<file path="config.mk">
export PLATFORM = sky130hd
export DESIGN_NAME = param_counter
export DESIGN_NICKNAME = d
export VERILOG_FILES = /design/src/rtl/param_counter_pkg.sv /design/src/rtl/tick_gen.sv /design/src/rtl/param_counter.sv
export SDC_FILE = /design/constraint.sdc
export NUM_CORES = 1
export LEC_CHECK = 0
export ABC_CLOCK_PERIOD_IN_PS = 2070
export BUFFER_PORTS_ARGS = -buffer_cell sky130_fd_sc_hd__buf_4
export CAP_MARGIN = 20
export CELL_PAD_IN_SITES_DETAIL_PLACEMENT = 1
export CELL_PAD_IN_SITES_GLOBAL_PLACEMENT = 1
export CORE_ASPECT_RATIO = 2
export CORE_MARGIN = 2
export CORE_UTILIZATION = 30
export CTS_CLUSTER_SIZE = 24
export DETAILED_ROUTE_END_ITERATION = 7
export PLACE_DENSITY = 0.79
export SYNTH_ARGS = -nofsm -noshare
export SYNTH_HDL_FRONTEND = slang
export SYNTH_SLANG_ARGS = --single-unit
</file>
<file path="constraint.sdc">
create_clock -name clk -period 2.07 [get_ports clk]
set_input_delay 0.414 -clock clk [delete_from_list [all_inputs] [get_ports clk]]
set_output_delay 0.414 -clock clk [all_outputs]
set_load 0.03 [all_outputs]
</file>
<file path="src/rtl/param_counter_pkg.sv">
// Shared constants for the parameterised up/down counter and its prescaler.
package param_counter_pkg;

    localparam logic DIR_UP   = 1'b1;
    localparam logic DIR_DOWN = 1'b0;

    typedef enum logic {
        MODE_WRAP = 1'b0,
        MODE_SAT  = 1'b1
    } mode_e;

    // Width of a counter that must hold 0..n-1; a 1-bit counter is kept even for n=1.
    function automatic int clog2_min1(input int n);
        return (n <= 1) ? 1 : $clog2(n);
    endfunction

endpackage

</file>
<file path="src/rtl/tick_gen.sv">
// Prescaler: raises tick on the enabled edge where the phase counter reaches PRESCALE-1.
module tick_gen
    import param_counter_pkg::*;
#(
    parameter int PRESCALE = 1
) (
    input  logic clk,
    input  logic reset,
    input  logic en,
    input  logic clear,
    output logic tick
);

    localparam int            CW   = clog2_min1(PRESCALE);
    localparam logic [CW-1:0] LAST = CW'(PRESCALE - 1);

    logic [CW-1:0] psc_q;
    logic [CW-1:0] psc_d;

    always_comb begin
        psc_d = psc_q;
        tick  = 1'b0;
        if (clear) begin
            psc_d = '0;
        end else if (en) begin
            if (psc_q == LAST) begin
                psc_d = '0;
                tick  = 1'b1;
            end else begin
                psc_d = psc_q + CW'(1);
            end
        end
    end

    always_ff @(posedge clk) begin
        if (!reset) begin
            psc_q <= '0;
        end else begin
            psc_q <= psc_d;
        end
    end

endmodule

</file>
<file path="src/rtl/param_counter.sv">
// Prescaled up/down counter with wrap or saturate at the boundary, match compare,
// terminal-count pulse and sticky overflow flag.
module param_counter
    import param_counter_pkg::*;
#(
    parameter int               WIDTH     = 8,
    parameter int               PRESCALE  = 1,
    parameter int               SATURATE  = 0,
    parameter logic [WIDTH-1:0] RESET_VAL = '0
) (
    input  logic             clk,
    input  logic             reset,
    input  logic             en,
    input  logic             dir,
    input  logic             load,
    input  logic [WIDTH-1:0] load_val,
    input  logic [WIDTH-1:0] match_val,
    input  logic             clr_ovf,
    output logic [WIDTH-1:0] count,
    output logic             match_comb,
    output logic             match_reg,
    output logic             tc,
    output logic             ovf
);

    localparam mode_e            MODE    = (SATURATE != 0) ? MODE_SAT : MODE_WRAP;
    localparam logic [WIDTH-1:0] CNT_MAX = '1;

    logic             tick;
    logic             at_boundary;
    logic [WIDTH-1:0] count_q;
    logic [WIDTH-1:0] count_d;
    logic             match_reg_q;
    logic             match_reg_d;
    logic             tc_q;
    logic             tc_d;
    logic             ovf_q;
    logic             ovf_d;

    // A load restarts the prescale phase so the loaded value gets a full period.
    tick_gen #(
        .PRESCALE (PRESCALE)
    ) u_tick_gen (
        .clk   (clk),
        .reset (reset),
        .en    (en),
        .clear (load),
        .tick  (tick)
    );

    assign match_comb = (count_q == match_val);

    always_comb begin
        count_d     = count_q;
        tc_d        = 1'b0;
        ovf_d       = ovf_q;
        match_reg_d = match_comb;
        at_boundary = (dir == DIR_UP) ? (count_q == CNT_MAX) : (count_q == '0);

        if (load) begin
            count_d = load_val;
        end else if (tick) begin
            if (at_boundary) begin
                tc_d = 1'b1;
                if (MODE == MODE_WRAP) begin
                    count_d = (dir == DIR_UP) ? '0 : CNT_MAX;
                end
            end else if (dir == DIR_DOWN) begin
                count_d = count_q - WIDTH'(1);
            end else begin
                count_d = count_q + WIDTH'(1);
            end
        end

        // A boundary event on the same edge as a clear must not be lost.
        if (clr_ovf) begin
            ovf_d = 1'b0;
        end
        if (!load && tick && at_boundary) begin
            ovf_d = 1'b1;
        end
    end

    always_ff @(posedge clk) begin
        if (!reset) begin
            count_q     <= RESET_VAL;
            match_reg_q <= 1'b0;
            tc_q        <= 1'b0;
            ovf_q       <= 1'b0;
        end else begin
            count_q     <= count_d;
            match_reg_q <= match_reg_d;
            tc_q        <= tc_d;
            ovf_q       <= ovf_d;
        end
    end

    assign count     = count_q;
    assign match_reg = match_reg_q;
    assign tc        = tc_q;
    assign ovf       = ovf_q;

endmodule
</file>
==> out/results.txt <==
Startpoint types -> input pin
Worst Tran Pin Value -> 0.313 ns
Worst-skew pair later-pin latency -> 0.24 ns
Diodes inserted -> 0
Seq/Total Area, Yosys -> 24.3%
GP Congestion -> 1.01
Dpl cell area -> 1230 sq um
CTS Root Cell -> clkbuf_8
DR WL/cell -> 17.8 microns
Asr flop ratio synth -> 0%
Mapped Area -> 907 sq um
Final setup fails -> 0
Std cell rows -> 28
Detailed Route WL -> 3290 microns
Maximum vdd drop -> 0.000275 V
DRC Markers -> 0
Initial antenna violation count -> 0
Critical Path RT -> 2.25 ns
DR pass1 iterations -> 4
Final number of hold-violating endpoints -> 0
CTS tree -> built
Mapped Nets -> 143
Status -> completed
Most used flip-flop cell after synthesis -> dfxtp_1
Max Slew Vio Count -> 0
TritonCTS buffer count -> 3
Pleak -> 0.575 nW
Vias per cell -> 5.61
Worst-path clk slew -> 0.06 ns
First-pass GRT wire length -> 5160 microns
Final Util -> 45.0%
Clk buf depth -> 2
Post-CTS Hold Buffers -> 0
GRT overflow -> 0
Vias in the first global route -> 1124
Avg Cell Area, Syn -> 7.96 sq um
Max-cap viol count -> 0
Max Used Layer -> met4
Area Growth Syn to Fin -> 44.1%
Seq cells post-synth -> 11
Largest register FFs -> 8
DIE WIDTH -> 42.9 microns
Fin nets -> 185
Final ANT Viol Nets -> 0
Starting Density -> 31.2%
All-Layer GR Usage -> 19.5%
Die outline area -> 3510 sq um
Max_slew headroom -> 78.9%
RSZ-0062 raised after global routing -> true
# H-tree levels -> 1
Buffers on Ports -> 33
Post-synth EDFFs -> 0
Hold_ws -> 0.408 ns
CP endpoint kind -> flip-flop
WL met3 -> 102 microns
Arr. time, crit path -> 2.19 ns
Setup_tns -> 0 ns
Syn. warnings -> 0
Met2 wire length -> 1890 microns
Final period util -> 97.4%
Share of cells above drive strength 1 -> 36.1%
HP Class -> in -> reg
Fmax -> 496 MHz
Finished Cell Area -> 1310 sq um
Worst Skew -> 0.00456 ns
Die Y -> 81.8 microns
DRT iter0 DRCs -> 14
Num ports -> 34
Mapped Cells -> 114
Hpwl dp -> 2480 microns
Power per Cell Area -> 626 nW/um^2
Clk sinks -> 11
Largest net degree at the start of global routing -> 20
Minimum clock period -> 2.02 ns
CP Class -> in -> reg
Core region area -> 2910 sq um
Synth unique cells -> 37
Layout fillers -> 363
Crit path max fanout -> 6
Vias -> 1038
Met1 WL -> 1160 microns
## cell usage in the layout (no fill, tap or decap), types with 2 or more instances in the layout
master / synthesis / layout
a211oi_1: 7 / 5
nor2_1: 13 / 13
o211ai_1: 2 / 2
nand2_1: 8 / 8
o21ai_0: 4 / 3
nand2b_1: 2 / 2
xor2_1: 2 / 2
nor3b_1: 2 / 2
nand4_1: 4 / 4
nor3_1: 2 / 2
dfxtp_1: 11 / 11
buf_4: 1 / 42
xnor2_1: 12 / 12
and2_1: 2 / 2
ha_1: 6 / 4
a21oi_1: 13 / 13
a211oi_2: 0 / 2
clkbuf_8: 0 / 3
a21o_1: 2 / 2
## layout make-up
| class | count | area (sq um) | area share [%] |
|---|---|---|---|
| inverters | 4 | 18.8 | 1.44 |
| repair buffers | 42 | 315 | 24.1 |
| clock buffers | 4 | 45.0 | 3.44 |
| flip-flops and latches | 11 | 220 | 16.8 |
| multi-input cells | 94 | 671 | 51.3 |
| well taps | 30 | 37.5 | 2.87 |
## cells by family after synthesis
| logic type | share of synthesized area (%) |
|---|---|
| AND/OR/NAND/NOR | 20.1 |
| AO/OA/AOI/OAI | 25.2 |
| XOR/XNOR | 13.5 |
| flip-flops | 24.3 |
| buffers and inverters | 5.10 |
| adder cells (fa/ha/maj) | 10.5 |
| multiplexers | 1.24 |
## final timing paths
check | from | endpoint | slack, ns | cells after the start
setup reg to reg | count[4] | count[7] | 0.11 | 6
hold reg to reg | ovf | ovf | 0.51 | 2
hold / removal | load_val[0] | count[0] | 0.41 | 3
setup / recovery | dir | count[7] | 0.05 | 8
## report_power, final
part           internal [W]  switching [W]
sequential         0.000227      0.0000253
combinational      0.000165       0.000173
clock              0.000136      0.0000920
total              0.000528       0.000291
## worst max-delay path: stages
cell and delay [ns]:
buf_4 0.10, clkinvlp_4 0.17, ha_2 0.37, o211ai_1 0.21
o21ai_1 0.13, o31ai_2 0.26, mux2_1 0.36, a21oi_1 0.15
## metrics by stage
| stage | total power (W) | setup slack, ns | instances |
|---|---|---|---|
| 3_3_place_gp | 0.000558 | -0.0761 | 181 |
| 6_report | 0.000819 | 0.0548 | 185 |
| 4_1_cts | 0.000807 | 0.00276 | 185 |
| 2_1_floorplan | 0.000446 | 0.0493 | 114 |
| 5_1_grt | 0.000859 | -0.0752 | 185 |
| 3_5_place_dp | 0.000574 | -0.221 | 181 |
## cell usage after synthesis, types with 2 or more instances
cell type	n	area share [%]
a211oi_1	7	5.8
nand2_1	8	3.3
o211ai_1	2	1.7
nor2_1	13	5.4
xnor2_1	12	12
ha_1	6	8.3
xor2_1	2	1.9
inv_1	2	0.83
nand2b_1	2	1.4
o21ai_0	4	2.2
nor3b_1	2	1.7
a21o_1	2	1.7
dfxtp_1	11	24
and2_1	2	1.4
nor3_1	2	1.1
a21oi_1	13	7.2
nand4_1	4	2.8
## per-layer routing
metal,global-route usage (%),vias to the layer above
met5,0,-
met4,10.6,0
met3,2.64,12
met2,37.3,34
met1,19.5,500
li1,-,492
## repair_timing
action / 4_1_cts / 5_1_grt
endpoints found under the setup margin: 1 / 2
gates cloned: 0 / 0
resized for setup: 3 / 4
setup buffers: 0 / 0
pin swaps: 1 / 0
(Power assumes the default switching activity.)
